File: src/rtl/decoder_frame_assembler_pkg.sv
// Shared constants and types for the decoder frame assembler.
// Frame geometry follows the Viterbi traceback depth and the widest code rate.
package decoder_frame_assembler_pkg;

  localparam int unsigned TRACEBACK_DEPTH = 48;
  localparam int unsigned MAX_CODE_RATE   = 3;
  localparam int unsigned DEF_LEN_W       = 5;
  localparam int unsigned DEF_CNT_W       = 16;

  typedef enum logic {
    RATE_1_2 = 1'b0,
    RATE_1_3 = 1'b1
  } rate_e;

  localparam int unsigned N_R12 = TRACEBACK_DEPTH / 2;
  localparam int unsigned N_R13 = TRACEBACK_DEPTH / 3;

  function automatic int unsigned syms_per_frame(input rate_e rate, input int unsigned frame_w);
    return (rate == RATE_1_3) ? frame_w / 3 : frame_w / 2;
  endfunction

  function automatic int unsigned sym_bits(input rate_e rate);
    return (rate == RATE_1_3) ? 32'd3 : 32'd2;
  endfunction

endpackage

File: src/rtl/decoder_frame_assembler_if.sv
// Symbol-in / frame-out bundle of the frame assembler.
// The slave modport is the assembler's view, master is the upstream/decoder side.
interface decoder_frame_assembler_if
  import decoder_frame_assembler_pkg::*;
#(
  parameter int unsigned SYM_W   = MAX_CODE_RATE,
  parameter int unsigned FRAME_W = TRACEBACK_DEPTH,
  parameter int unsigned LEN_W   = DEF_LEN_W,
  parameter int unsigned CNT_W   = DEF_CNT_W
);
  logic               i_rate_sel;
  logic [SYM_W-1:0]   i_sym;
  logic               i_sym_valid;
  logic               o_sym_ready;
  logic               i_flush;
  logic [FRAME_W-1:0] o_frame;
  logic [LEN_W-1:0]   o_frame_len;
  logic               o_frame_valid;
  logic               i_frame_ready;
  logic [CNT_W-1:0]   o_frame_cnt;

  modport master (
    output i_rate_sel, i_sym, i_sym_valid, i_flush, i_frame_ready,
    input  o_sym_ready, o_frame, o_frame_len, o_frame_valid, o_frame_cnt
  );

  modport slave (
    input  i_rate_sel, i_sym, i_sym_valid, i_flush, i_frame_ready,
    output o_sym_ready, o_frame, o_frame_len, o_frame_valid, o_frame_cnt
  );
endinterface

File: src/rtl/decoder_frame_assembler_frame_out_reg.sv
// Valid/ready holding register for completed frames plus delivered-frame counter.
// o_free tells the packer it may load this edge (empty, or being drained now).
module decoder_frame_assembler_frame_out_reg #(
  parameter int unsigned FRAME_W = 48,
  parameter int unsigned LEN_W   = 5,
  parameter int unsigned CNT_W   = 16
) (
  input  logic               i_clk,
  input  logic               i_rst_n,
  input  logic               i_load,
  input  logic [FRAME_W-1:0] i_frame,
  input  logic [LEN_W-1:0]   i_len,
  input  logic               i_ready,
  output logic               o_free,
  output logic [FRAME_W-1:0] o_frame,
  output logic [LEN_W-1:0]   o_len,
  output logic               o_valid,
  output logic [CNT_W-1:0]   o_cnt
);
  logic [FRAME_W-1:0] r_frame;
  logic [LEN_W-1:0]   r_len;
  logic               r_valid;
  logic [CNT_W-1:0]   r_cnt;
  logic               w_take;

  assign w_take  = r_valid && i_ready;
  assign o_free  = !r_valid || i_ready;
  assign o_frame = r_frame;
  assign o_len   = r_len;
  assign o_valid = r_valid;
  assign o_cnt   = r_cnt;

  always_ff @(posedge i_clk) begin
    if (!i_rst_n) begin
      r_frame <= '0;
      r_len   <= '0;
      r_valid <= 1'b0;
      r_cnt   <= '0;
    end else begin
      if (w_take) r_cnt <= r_cnt + CNT_W'(1);
      if (i_load) begin
        r_valid <= 1'b1;
        r_frame <= i_frame;
        r_len   <= i_len;
      end else if (w_take) begin
        r_valid <= 1'b0;
      end
    end
  end
endmodule

File: src/rtl/decoder_frame_assembler.sv
// Packs 2- or 3-bit code symbols MSB-first into decoder frames, with flush of a
// zero-padded tail. The fill buffer parks a finished frame while the output is held.
module decoder_frame_assembler
  import decoder_frame_assembler_pkg::*;
#(
  parameter int unsigned SYM_W   = MAX_CODE_RATE,
  parameter int unsigned FRAME_W = TRACEBACK_DEPTH,
  parameter int unsigned LEN_W   = DEF_LEN_W,
  parameter int unsigned CNT_W   = DEF_CNT_W
) (
  input logic                      sys_clk,
  input logic                      rst,
  decoder_frame_assembler_if.slave bus
);
  logic [FRAME_W-1:0] r_fill;
  logic [LEN_W-1:0]   r_cnt;
  logic               r_full;
  rate_e              r_rate;

  rate_e              w_rate;
  int unsigned        w_sym_w;
  int unsigned        w_shift;
  logic [SYM_W-1:0]   w_mask;
  logic [FRAME_W-1:0] w_sym_ext;
  logic [FRAME_W-1:0] w_fill_next;
  logic [LEN_W-1:0]   w_cnt_new;
  logic [LEN_W-1:0]   w_n;
  logic               w_accept;
  logic               w_done;
  logic               w_free;
  logic               w_load;
  logic [FRAME_W-1:0] w_load_frame;
  logic [LEN_W-1:0]   w_load_len;

  assign w_accept        = bus.i_sym_valid && !r_full;
  assign bus.o_sym_ready = !r_full;

  // Rate comes straight from the input on the first symbol, from the latch after.
  always_comb begin
    w_rate      = (r_cnt == '0) ? rate_e'(bus.i_rate_sel) : r_rate;
    w_sym_w     = sym_bits(w_rate);
    w_n         = LEN_W'(syms_per_frame(w_rate, FRAME_W));
    w_mask      = SYM_W'((32'd1 << w_sym_w) - 32'd1);
    w_sym_ext   = FRAME_W'(bus.i_sym & w_mask);
    w_shift     = FRAME_W - (32'(r_cnt) + 32'd1) * w_sym_w;
    w_fill_next = w_accept ? (r_fill | (w_sym_ext << w_shift)) : r_fill;
    w_cnt_new   = r_cnt + LEN_W'(w_accept);
    w_done      = (w_accept && (w_cnt_new == w_n)) ||
                  (bus.i_flush && !r_full && (w_cnt_new != '0));
    w_load       = w_free && (r_full || w_done);
    w_load_frame = r_full ? r_fill : w_fill_next;
    w_load_len   = r_full ? r_cnt : w_cnt_new;
  end

  always_ff @(posedge sys_clk) begin
    if (!rst) begin
      r_fill <= '0;
      r_cnt  <= '0;
      r_full <= 1'b0;
      r_rate <= RATE_1_2;
    end else if (r_full) begin
      if (w_free) begin
        r_full <= 1'b0;
        r_fill <= '0;
        r_cnt  <= '0;
      end
    end else begin
      if (w_accept && (r_cnt == '0)) r_rate <= w_rate;
      if (w_done) begin
        if (w_free) begin
          r_fill <= '0;
          r_cnt  <= '0;
        end else begin
          r_fill <= w_fill_next;
          r_cnt  <= w_cnt_new;
          r_full <= 1'b1;
        end
      end else if (w_accept) begin
        r_fill <= w_fill_next;
        r_cnt  <= w_cnt_new;
      end
    end
  end

  decoder_frame_assembler_frame_out_reg #(
    .FRAME_W (FRAME_W),
    .LEN_W   (LEN_W),
    .CNT_W   (CNT_W)
  ) u_out (
    .i_clk   (sys_clk),
    .i_rst_n (rst),
    .i_load  (w_load),
    .i_frame (w_load_frame),
    .i_len   (w_load_len),
    .i_ready (bus.i_frame_ready),
    .o_free  (w_free),
    .o_frame (bus.o_frame),
    .o_len   (bus.o_frame_len),
    .o_valid (bus.o_frame_valid),
    .o_cnt   (bus.o_frame_cnt)
  );
endmodule

File: src/flat_wrapper.sv
// flat-port wrapper written by rule: the top's interface ports become plain ports
module decoder_frame_assembler_flat import decoder_frame_assembler_pkg::*;
#(
  parameter int unsigned SYM_W   = MAX_CODE_RATE,
  parameter int unsigned FRAME_W = TRACEBACK_DEPTH,
  parameter int unsigned LEN_W   = DEF_LEN_W,
  parameter int unsigned CNT_W   = DEF_CNT_W
)
  (sys_clk, rst, bus_i_rate_sel, bus_i_sym, bus_i_sym_valid, bus_i_flush, bus_i_frame_ready, bus_o_sym_ready, bus_o_frame, bus_o_frame_len, bus_o_frame_valid, bus_o_frame_cnt);
  decoder_frame_assembler_if #(.SYM_W(SYM_W), .FRAME_W(FRAME_W), .LEN_W(LEN_W), .CNT_W(CNT_W)) bus_i ();
  input logic sys_clk;
  input logic rst;
  input wire logic [$bits(bus_i.i_rate_sel)-1:0] bus_i_rate_sel;
  input wire logic [$bits(bus_i.i_sym)-1:0] bus_i_sym;
  input wire logic [$bits(bus_i.i_sym_valid)-1:0] bus_i_sym_valid;
  input wire logic [$bits(bus_i.i_flush)-1:0] bus_i_flush;
  input wire logic [$bits(bus_i.i_frame_ready)-1:0] bus_i_frame_ready;
  output wire logic [$bits(bus_i.o_sym_ready)-1:0] bus_o_sym_ready;
  output wire logic [$bits(bus_i.o_frame)-1:0] bus_o_frame;
  output wire logic [$bits(bus_i.o_frame_len)-1:0] bus_o_frame_len;
  output wire logic [$bits(bus_i.o_frame_valid)-1:0] bus_o_frame_valid;
  output wire logic [$bits(bus_i.o_frame_cnt)-1:0] bus_o_frame_cnt;
  assign bus_i.i_rate_sel = bus_i_rate_sel;
  assign bus_i.i_sym = bus_i_sym;
  assign bus_i.i_sym_valid = bus_i_sym_valid;
  assign bus_i.i_flush = bus_i_flush;
  assign bus_i.i_frame_ready = bus_i_frame_ready;
  assign bus_o_sym_ready = bus_i.o_sym_ready;
  assign bus_o_frame = bus_i.o_frame;
  assign bus_o_frame_len = bus_i.o_frame_len;
  assign bus_o_frame_valid = bus_i.o_frame_valid;
  assign bus_o_frame_cnt = bus_i.o_frame_cnt;
  decoder_frame_assembler #(.SYM_W(SYM_W), .FRAME_W(FRAME_W), .LEN_W(LEN_W), .CNT_W(CNT_W)) u_core (.sys_clk(sys_clk), .rst(rst), .bus(bus_i));
endmodule
File: config.mk
export PLATFORM = sky130hd
export DESIGN_NAME = decoder_frame_assembler_flat
export DESIGN_NICKNAME = d
export VERILOG_FILES = /design/src/rtl/decoder_frame_assembler_pkg.sv /design/src/rtl/decoder_frame_assembler_if.sv /design/src/rtl/decoder_frame_assembler_frame_out_reg.sv /design/src/rtl/decoder_frame_assembler.sv /design/src/flat_wrapper.sv
export SDC_FILE = /design/constraint.sdc
export NUM_CORES = 1
export LEC_CHECK = 0
export ABC_AREA = 0
export CORE_MARGIN = 10
export CORE_UTILIZATION = 54
export CTS_BUF_LIST = sky130_fd_sc_hd__clkbuf_16
export CTS_CLUSTER_SIZE = 28
export DETAILED_ROUTE_END_ITERATION = 8
export PLACE_DENSITY = 0.89
export SETUP_SLACK_MARGIN = 0.1
export SKIP_LAST_GASP = 1
export SYNTH_ARGS = -nofsm -noshare
export SYNTH_HDL_FRONTEND = slang
export SYNTH_SLANG_ARGS = --single-unit
File: constraint.sdc
create_clock -name sys_clk -period 5.65 [get_ports sys_clk]
set_input_delay 1.695 -clock sys_clk [delete_from_list [all_inputs] [get_ports sys_clk]]
set_output_delay 1.695 -clock sys_clk [all_outputs]
set_load 0.02 [all_outputs]
==> impl_metrics.yaml <==
worst_hold_path:
  whs_path_depth: 2
  min_to: "u_core.r_fill[41]$_SDFFE_PN0P_"
  min_path_type: "reg -> reg"
  worstHoldStart: "u_core.r_fill[41]$_SDFFE_PN0P_"
cells_and_area:
  drive_above_1_share_pct: 12.25
  final_area_um2: 7252
  layout.nets: 764
  stdcell_count: 887
  nFillCells: 725
  synthToLayoutAreaGrowth_pct: 30.25
  n_antenna_cell: 0
power:
  p_total_mw: 2.598
  clkPwrFrac_pct: 41.7
  seq_power_share_pct: 37.3
  netSwitchingPower_mw: 0.7925
  internal-power_mw: 1.806
  swShare_pct: 30.50
  p_per_area_nw_per_um2: 358.3
  p_leak_nw: 2.714
  power_frac_comb_pct: 21.0
  irDropWorstVdd_mv: 0.2395
timing:
  fin_crit_ps: 5460
  tightestPinTransition_ps: 649.0
  setup_tns_ps: 0
  setup_viol: 0
  fin_skew_ps: 10.28
  hold_viol: 0
  slew_viol_final: 0
  maxSlewHeadroom_pct: 56.73
  rsz0062_at_grt: "true"
  timing.final.crit_share_pct: 96.64
  max_freq_mhz: 183.1
synthesis:
  synth-seq-area-share_pct: 44.94
  yosys_warnings: 0
  yosysTopAreaCellShare_pct: 44.94
  syn-instance-count: 649
  syn_avg_cell_area_um2: 8.579
  synthArstFlopShare_pct: 0
  synth_flop_cell: "dfxtp_1"
  syn_nets: 675
  netlist-cell-type-count: 60
  synth.area.top_cells: "dfxtp_1 45%, nor2_1 6.2%, a21oi_1 5.6%"
  synth_edf_count: 0
  syn_area_um2: 5568
  yosys.area.top_type: "dfxtp_1"
  ys_ff_latch: 125
  netlist_top_cells_count: "125 x dfxtp_1, 92 x nor2_1, 62 x a21oi_1"
  yosysMostFrequentCell: "dfxtp_1"
global_routing:
  grt_max_degree: 56
  grt.total_usage_pct: 20.35
  grt_pass1_wl_mm: 24.81
  grt_overflow: 0
  grt_pass1_vias: 5106
  antenna_found_initial: 0
clocking:
  tritoncts: "done"
  root_buffer: "clkbuf_16"
  cts_num_sinks: 125
  clock_path_buffers: 2
  cts_max_level: 4
  cts_made_buffers: 17
  cts-hold-fix-buffers: 0
  worstSkewPairLatency_ps: 420
  clkSlewWorstSetupHoldPaths_ps: 60
worst_setup_path:
  reg2regPathDepth: 19
  path_cells: "clkdlybuf4s50_1 -> mux2i_1 -> or2_2 -> ha_1 -> fa_1 -> a211oi_2 -> nor3_1 -> o31ai_1 -> inv_1 -> ha_1 -> inv_1 -> o2111ai_1 -> or3b_4 -> buf_12 -> nor4_1 -> o31ai_1 -> a21oi_1"
  critPathKind: "in -> reg"
  startpoint_type: "primary input"
  timing.rr.end: "u_core.u_out.o_frame[16]$_SDFFE_PN0P_"
  max_stage_delay_ps: 480
  cp.required_ps: 5990
  crit_fanout: 17
  crit_path_end_kind: "flop"
  cp.arrival_ps: 5800
  cpMaxStageDelayCell: "clkdlybuf4s50_1"
  rrSetupSlack_ps: 830
  r2r_start: "u_core.r_cnt[1]$_SDFFE_PN0P_"
status:
  status: "finished, final reports clean"
detailed_routing:
  drt-pass1-iter-count: 5
  dr_total_vias: 5180
  avgViaCountPerCell: 5.840
  drtIter0Drc: 487
  avgRoutedWirePerCell_um: 17.27
  wl_mm: 15.32
  antenna_left: 0
  drc_errors: 0
die:
  core-area_um2: 10180
  io_pins: 80
  fp-row-count: 37
  dieWidth_um: 121.5
  die_h_um: 121.5
  dieArea_um2: 14770
  start_util_pct: 54.67
placed_design:
  io_buffers: 79
  place_hpwl_mm: 10.63
  place_inst: 854
  gp_congestion: 0.8970
  placed_area_um2: 6636
flow_run:
  drv_cap: 0
worst max-delay path by stage:
| stage | from | to | slack [ps] | cells after the start |
|---|---|---|---|---|
| floorplan | bus_i_rate_sel | u_core.u_out.o_frame[17]$_SDFFE_PN0P_ | 430 | 17 |
| CTS | bus_i_rate_sel | u_core.u_out.o_frame[27]$_SDFFE_PN0P_ | 140 | 17 |
| global route | bus_i_rate_sel | u_core.u_out.o_frame[16]$_SDFFE_PN0P_ | 10 | 17 |
| detailed placement | bus_i_rate_sel | u_core.r_fill[32]$_SDFFE_PN0P_ | -290 | 17 |
| global placement | bus_i_rate_sel | u_core.u_out.o_frame[23]$_SDFFE_PN0P_ | -130 | 17 |
| finish | bus_i_rate_sel | u_core.u_out.o_frame[16]$_SDFFE_PN0P_ | 190 | 17 |
metrics by stage:
step | setup slack, ps | hold WS [ps] | util (%)
floorplan | 432.1 | 423.9 | -
global placement | -133.8 | 433.4 | 65.16
detailed placement | -292.0 | 440.9 | 65.16
CTS | 143.8 | 457.4 | 70.98
global route | 11.92 | 484.6 | 71.20
finish | 190.0 | 455.4 | 71.20
cells by family (layout without fill, tap and decap cells):
kind of cell / count (synthesis) / in the layout / share of synthesized area, %
and+or+nand+nor: 236 / 236 / 20.43
AOI/OAI and AO/OA: 172 / 172 / 19.80
DFF: 125 / 125 / 44.94
buffers and inverters: 61 / 163 / 4.607
xor gates and xnor gates: 28 / 28 / 4.404
adders and majority gates: 17 / 17 / 3.955
muxes: 10 / 10 / 1.865
final cells by class:
cell class / count / area, um^2 / area share (%)
Sequential cell: 125 / 2502 / 34.51
Multi-Input combinational cell: 463 / 2836 / 39.11
Clock inverter: 15 / 162.7 / 2.243
Inverter: 17 / 63.81 / 0.8799
Clock buffer: 17 / 425.4 / 5.866
Timing Repair Buffer: 114 / 1091 / 15.04
Tap cell: 136 / 170.2 / 2.346
per-layer routing:
metal	track usage [%]	share of wire, %	vias up
met5	0	0	-
met4	7.228	1.5	0
met3	5.550	7.5	27
met2	34.51	49	203
met1	24.25	42	2470
li1	-	-	2480
state kept, by name, summed over array words and instances, names as in the netlist:
register / count
u_core.r_full: 1
u_core.r_cnt: 5
u_core.u_out.o_len: 5
u_core.u_out.o_cnt: 16
u_core.r_rate: 1
u_core.r_fill: 48
u_core.u_out.o_valid: 1
u_core.u_out.o_frame: 48
power by group through the flow:
stage | registers [mW] | logic (mW) | clock network (mW)
detailed placement | 0.985 | 0.535 | 0
global route | 0.973 | 0.590 | 1.13
CTS | 0.968 | 0.541 | 1.09
global placement | 0.982 | 0.524 | 0
floorplan | 1.03 | 0.265 | 0
finish | 0.968 | 0.545 | 1.08
cells in the final DEF (no fill, tap or decap), drive strengths merged, types with 13 or more instances in the layout:
master / n
clkbuf: 17
o21ai: 46
a311oi: 13
nand2: 53
xor2: 17
clkdlybuf4s50: 79
ha: 16
buf: 35
nor3: 24
dfxtp: 125
nor2: 94
nand3: 20
a21oi: 63
inv: 22
repair_timing:
action | 4_1_cts | 5_1_grt
pin swaps | 0 | 3
buffers inserted | 0 | 1
endpoints found under the setup margin | 1 | 48
resized for setup | 1 | 3
worst max-delay path: cells and delay by family:
| family | cells | cell delay, ps |
|---|---|---|
| buf+inv | 4 | 790 |
| simple gates | 4 | 1180 |
| fa+ha+maj | 3 | 1080 |
| compound gates | 5 | 940 |
| mux | 1 | 100 |
Power figures use the tool's default switching activity.
==> patch 1, RTL diff (same settings) <==
The package constant `DEF_LEN_W` goes from 5 to 10.
--- a/src/rtl/decoder_frame_assembler_pkg.sv
+++ b/src/rtl/decoder_frame_assembler_pkg.sv
@@ -6,3 +6,3 @@
   localparam int unsigned MAX_CODE_RATE   = 3;
-  localparam int unsigned DEF_LEN_W       = 5;
+  localparam int unsigned DEF_LEN_W       = 10;
   localparam int unsigned DEF_CNT_W       = 16;
Interface: changed (resized bus_o_frame_len); port bits go from 80 to 85. No check against the original RTL was run, so the function may have changed too.
==> patch 1 against the original RTL <==
  * Routed wire length grew 59%
  * Cell count grew 30%
  * Synthesized area grew 26%
  * Clock skew grew 1.8 ps
  * Worst setup slack lost 13 ps
  * Sequential cell count grew 10
  * Sequential share of layout area shrank 6.4 points
  * Design area grew 32%
  * Total power grew 6.5%
  * Fmax shrank 0.24%
  * Die area grew 22%
  * Largest cell class unchanged
==> patch 1: results <==
set metrics [dict create \
    yosysSeqAreaShare_pct 38.5 \
    synth_nets 877 \
    antenna_cells 0 \
    synthArstFlopShare_pct 0 \
    slew_headroom_pct 49.5 \
    r2r-end "u_core.r_fill[2]$_SDFFE_PN0P_" \
    r2r_start "u_core.r_cnt[2]$_SDFFE_PN0P_" \
    regToRegSetupSlack_ps 320 \
    grt_start_max_net_pins 66 \
    min_path_type "reg2reg" \
    clock_skew_ps 12.1 \
    critPathArrivalTime_ps 5820 \
    grt_pass1_vias 7125 \
    cts_root_buf "clkbuf_16" \
    antenna_found_initial 0 \
    grt_first_pass_wirelength_um 36000 \
    grt.total_usage_pct 24.2 \
    path_delay_family "compound AO/OA/AOI/OAI gates" \
    layout_min_cycle_time_ps 5470 \
    crit_fanout 6 \
    place_ws_ps -800 \
    clk_path_buf_depth 2 \
    synth.area.top_cells "dfxtp_1, ha_1, nor2_1" \
    gp_congestion 0.945 \
    vdd_drop_max_mv 0.337 \
    status "complete, no violations" \
    worstSetupEndpoint "u_core.r_fill[2]$_SDFFE_PN0P_" \
    dpl.hpwl_um 14100 \
    ys_warn_count 0 \
    final_nets 1006 \
    p_leak_nw 3.70 \
    drive_above_1_share_pct 20.0 \
    io_buffers 84 \
    numCtsBuffers 17 \
    drtPass1Iterations 8 \
    synthTopCellsByCount "dfxtp_1, nor2_1, nand2_1, a21oi_1, nand3_1" \
    worstRegToRegCells 24 \
    htreeDepth 4 \
    drtIter0Drc 1054 \
    totalWireLength_um 24300 \
    fill_cells 811 \
    startpoint "bus_i_rate_sel" \
    synth_cell_type_count 64 \
    critPathSlowestCell "nor3_4" \
    clkSlewWorstSetupHoldPaths_ps 70 \
    via_count 7422 \
    clock_latency_ps 440 \
    slowest_delay_ps 360 \
]
-- patch 1: cell count changes after synthesis, sizes merged, moves of 17 or more --
cell,before,now
nand3,20,45
a31oi,10,34
o21a,2,25
nand2,53,73
a21boi,0,17
-- patch 1: final cells by class --
class,instances,share of cell area (%)
Clock buffer,17,4.43
Clock inverter,15,1.85
Timing Repair Buffer,169,17.0
Inverter,21,0.820
Sequential cell,135,28.2
Tap cell,172,2.24
Multi-Input combinational cell,626,45.5
-- patch 1: cell families after synthesis --
| kind of cell | Yosys count | share of synthesized area (%) |
|---|---|---|
| simple gates | 302 | 21.4 |
| mux | 20 | 2.91 |
| buf+inv | 80 | 4.78 |
| fa+ha+maj | 27 | 4.92 |
| xor+xnor | 36 | 4.49 |
| flops | 135 | 38.5 |
| compound gates | 241 | 23.0 |
-- patch 1: layer usage --
metal	vias to the layer above	routed length (um)	global-route usage, %
met1	3488	9030	27.4
met2	532	11900	41.6
met4	0	1270	12.1
met3	125	2070	6.09
met5	-	0	0
li1	3277	-	-
-- patch 1: timing repair --
item,in CTS,in global routing
hold buffers,0,0
endpoints found under the setup margin,96,96
hold endpoints to repair,0,0
setup buffers,9,3
gates cloned,1,2
pin swaps,9,28
resized for setup,9,46
-- patch 1: worst min-delay path by stage --
stage | startpoint | end | slack (ps) | cells after the start
after CTS | u_core.r_fill[35]$_SDFFE_PN0P_ | u_core.r_fill[35]$_SDFFE_PN0P_ | 460 | 2
after global routing | u_core.r_fill[33]$_SDFFE_PN0P_ | u_core.r_fill[33]$_SDFFE_PN0P_ | 480 | 2
final | u_core.r_fill[11]$_SDFFE_PN0P_ | u_core.r_fill[11]$_SDFFE_PN0P_ | 470 | 1
after detailed placement | u_core.r_fill[47]$_SDFFE_PN0P_ | u_core.r_fill[47]$_SDFFE_PN0P_ | 440 | 2
after floorplan | u_core.r_fill[18]$_SDFFE_PN0P_ | u_core.r_fill[18]$_SDFFE_PN0P_ | 420 | 2
after global placement | u_core.r_fill[39]$_SDFFE_PN0P_ | u_core.r_fill[39]$_SDFFE_PN0P_ | 430 | 2
-- patch 1: where the power goes --
group	leakage (nW)	switching (mW)	internal [mW]	total [mW]
Combinational	2.31	0.357	0.233	0.590
Sequential	1.10	0.0296	0.999	1.03
Clock	0.293	0.454	0.696	1.15
-- patch 1: metrics by stage --
step	hold WS [ps]	power, mW	TNS (ps)	instance area (sq um)	instances
floorplan	424	1.37	0	7160	841
global placement	432	1.57	-38170	8550	1108
detailed placement	444	1.58	-58060	8550	1108
CTS	462	2.71	0	9300	1150
global route	484	2.84	-40.1	9610	1155
finish	468	2.77	0	9610	1155
==> patch 2, RTL diff (same settings) <==
Without the edit above. Reset style: asynchronous (`i_rst_n` and `rst`), changed in 2 clocked blocks.
--- a/src/rtl/decoder_frame_assembler_frame_out_reg.sv
+++ b/src/rtl/decoder_frame_assembler_frame_out_reg.sv
@@ -32,3 +32,3 @@
 
-  always_ff @(posedge i_clk) begin
+  always_ff @(posedge i_clk or negedge i_rst_n) begin
     if (!i_rst_n) begin
--- a/src/rtl/decoder_frame_assembler.sv
+++ b/src/rtl/decoder_frame_assembler.sv
@@ -54,3 +54,3 @@
 
-  always_ff @(posedge sys_clk) begin
+  always_ff @(posedge sys_clk or negedge rst) begin
     if (!rst) begin
Check against the original RTL: differs if rst is asserted again (counterexample within 4 cycles, from zero or initial values and one cycle with rst low); with rst held inactive, the same outputs for 4 cycles.
==> patch 2 against the original RTL <==
  * Worst setup slack improved by 390 ps
  * Die area increased by 5.8%
  * Via count decreased by 3.4%
  * Routed wire length increased by 7.8%
  * Sequential cell count unchanged
  * Synthesized area increased by 7.0%
  * Design area increased by 7.2%
  * Core utilization increased by 0.54 points
  * First-iteration DRC count increased by 2.7%
  * Critical endpoint is now u_core.r_fill[5]$_DFFE_PN0P_
  * Highest routed layer unchanged
Power is not compared: it rests on default switching activity, and its combinational part moved more than twofold at a synthesized area within 25%.
==> patch 2: results <==
set metrics [dict create \
    status "complete, no violations" \
    yosysSeqAreaShare_pct 52.5 \
    totalWireLength_um 16500 \
    worstRegToRegCells 21 \
    cts_root_buf "clkbuf_16" \
    clkSlewWorstSetupHoldPaths_ps 60 \
    crit_fanout 7 \
    drtPass1Iterations 5 \
    dpl.hpwl_um 11200 \
    fill_cells 723 \
    antenna_cells 0 \
    path_delay_family "simple AND/OR/NAND/NOR gates" \
    synth_nets 626 \
    vias_per_cell 5.84 \
    clock_skew_ps 7.61 \
    clk_path_buf_depth 2 \
    synthTopCellsByCount "dfrtp_1, nor2_1, a21oi_1, nand2_1, xnor2_1" \
    final_nets 729 \
    critPathSlowestCell "fa_1" \
    ys_warn_count 0 \
    placed_area_sq_um 7100 \
    p_leak_nw 3.47 \
    io_buffers 79 \
    grt.total_usage_pct 20.7 \
    place_ws_ps -474 \
    grt_first_pass_wirelength_um 26700 \
    tightest_slew_ps 762 \
    via_count 5002 \
    synthArstFlopShare_pct 100 \
    antenna_found_initial 0 \
    gp_congestion 0.921 \
    drtIter0Drc 500 \
    drive_above_1_share_pct 13.1 \
    htreeDepth 4 \
    grt_pass1_vias 5151 \
    syn_inst 600 \
    numCtsBuffers 17 \
    grt_start_max_net_pins 64 \
    critPathArrivalTime_ps 5400 \
    holdBufCountCts 0 \
    slowest_delay_ps 470 \
    hold_depth 1 \
    clock_latency_ps 410 \
    min_path_type "reg2reg" \
    synth_cell_type_count 59 \
    dp.cells 823 \
    synth.area.top_cells "dfrtp_1, nor2_1, a21oi_1" \
    vdd_drop_max_mv 0.431 \
]
patch 2: routing by layer:
metal  vias up  GRT usage, %  part of all wire, %
li1       2292             -                    -
met1      2445          24.2                   40
met2       223          34.8                   50
met3        42          5.62                  6.9
met4         0          9.01                  2.9
met5         -             0                    0
patch 2: area by class of cell:
class | count | area, sq um | share of cell area [%]
repair buffers | 116 | 1120 | 14.4
inverters | 13 | 48.8 | 0.627
clock inverters | 15 | 218 | 2.80
well taps | 140 | 175 | 2.25
clock buffers | 17 | 425 | 5.47
multi-input cells | 430 | 2660 | 34.3
flip-flops and latches | 125 | 3130 | 40.2
patch 2: cell families after synthesis:
group / share of synthesized area [%]
simple gates: 18.0
compound gates: 14.4
flops: 52.5
buf+inv: 3.38
xor+xnor: 3.68
mux: 4.41
fa+ha+maj: 3.70
patch 2: final timing paths:
check	from	end	slack, ps
setup / recovery	bus_i_rate_sel	u_core.r_fill[5]$_DFFE_PN0P_	580
max in group asynchronous	rst	u_core.u_out.o_cnt[2]$_DFFE_PN0P_	3290
min in group asynchronous	rst	u_core.r_fill[42]$_DFFE_PN0P_	1350
setup reg to reg	u_core.r_cnt[1]$_DFFE_PN0P_	u_core.r_fill[5]$_DFFE_PN0P_	870
hold reg to reg	u_core.u_out.o_cnt[15]$_DFFE_PN0P_	u_core.u_out.o_cnt[15]$_DFFE_PN0P_	470
hold / removal	u_core.u_out.o_cnt[15]$_DFFE_PN0P_	u_core.u_out.o_cnt[15]$_DFFE_PN0P_	470
patch 2: what timing repair did:
action                     CTS  global route
setup endpoints to repair   43            84
resized for setup            1             6
pin swaps                    1             4
hold endpoints to repair     0             0
buffers inserted             1             0
patch 2: power breakdown:
part           switching, mW  internal [mW]  total (mW)
Clock                  0.407          0.782        1.19
Combinational           1.95           1.23        3.18
Sequential             0.211           1.19        1.40
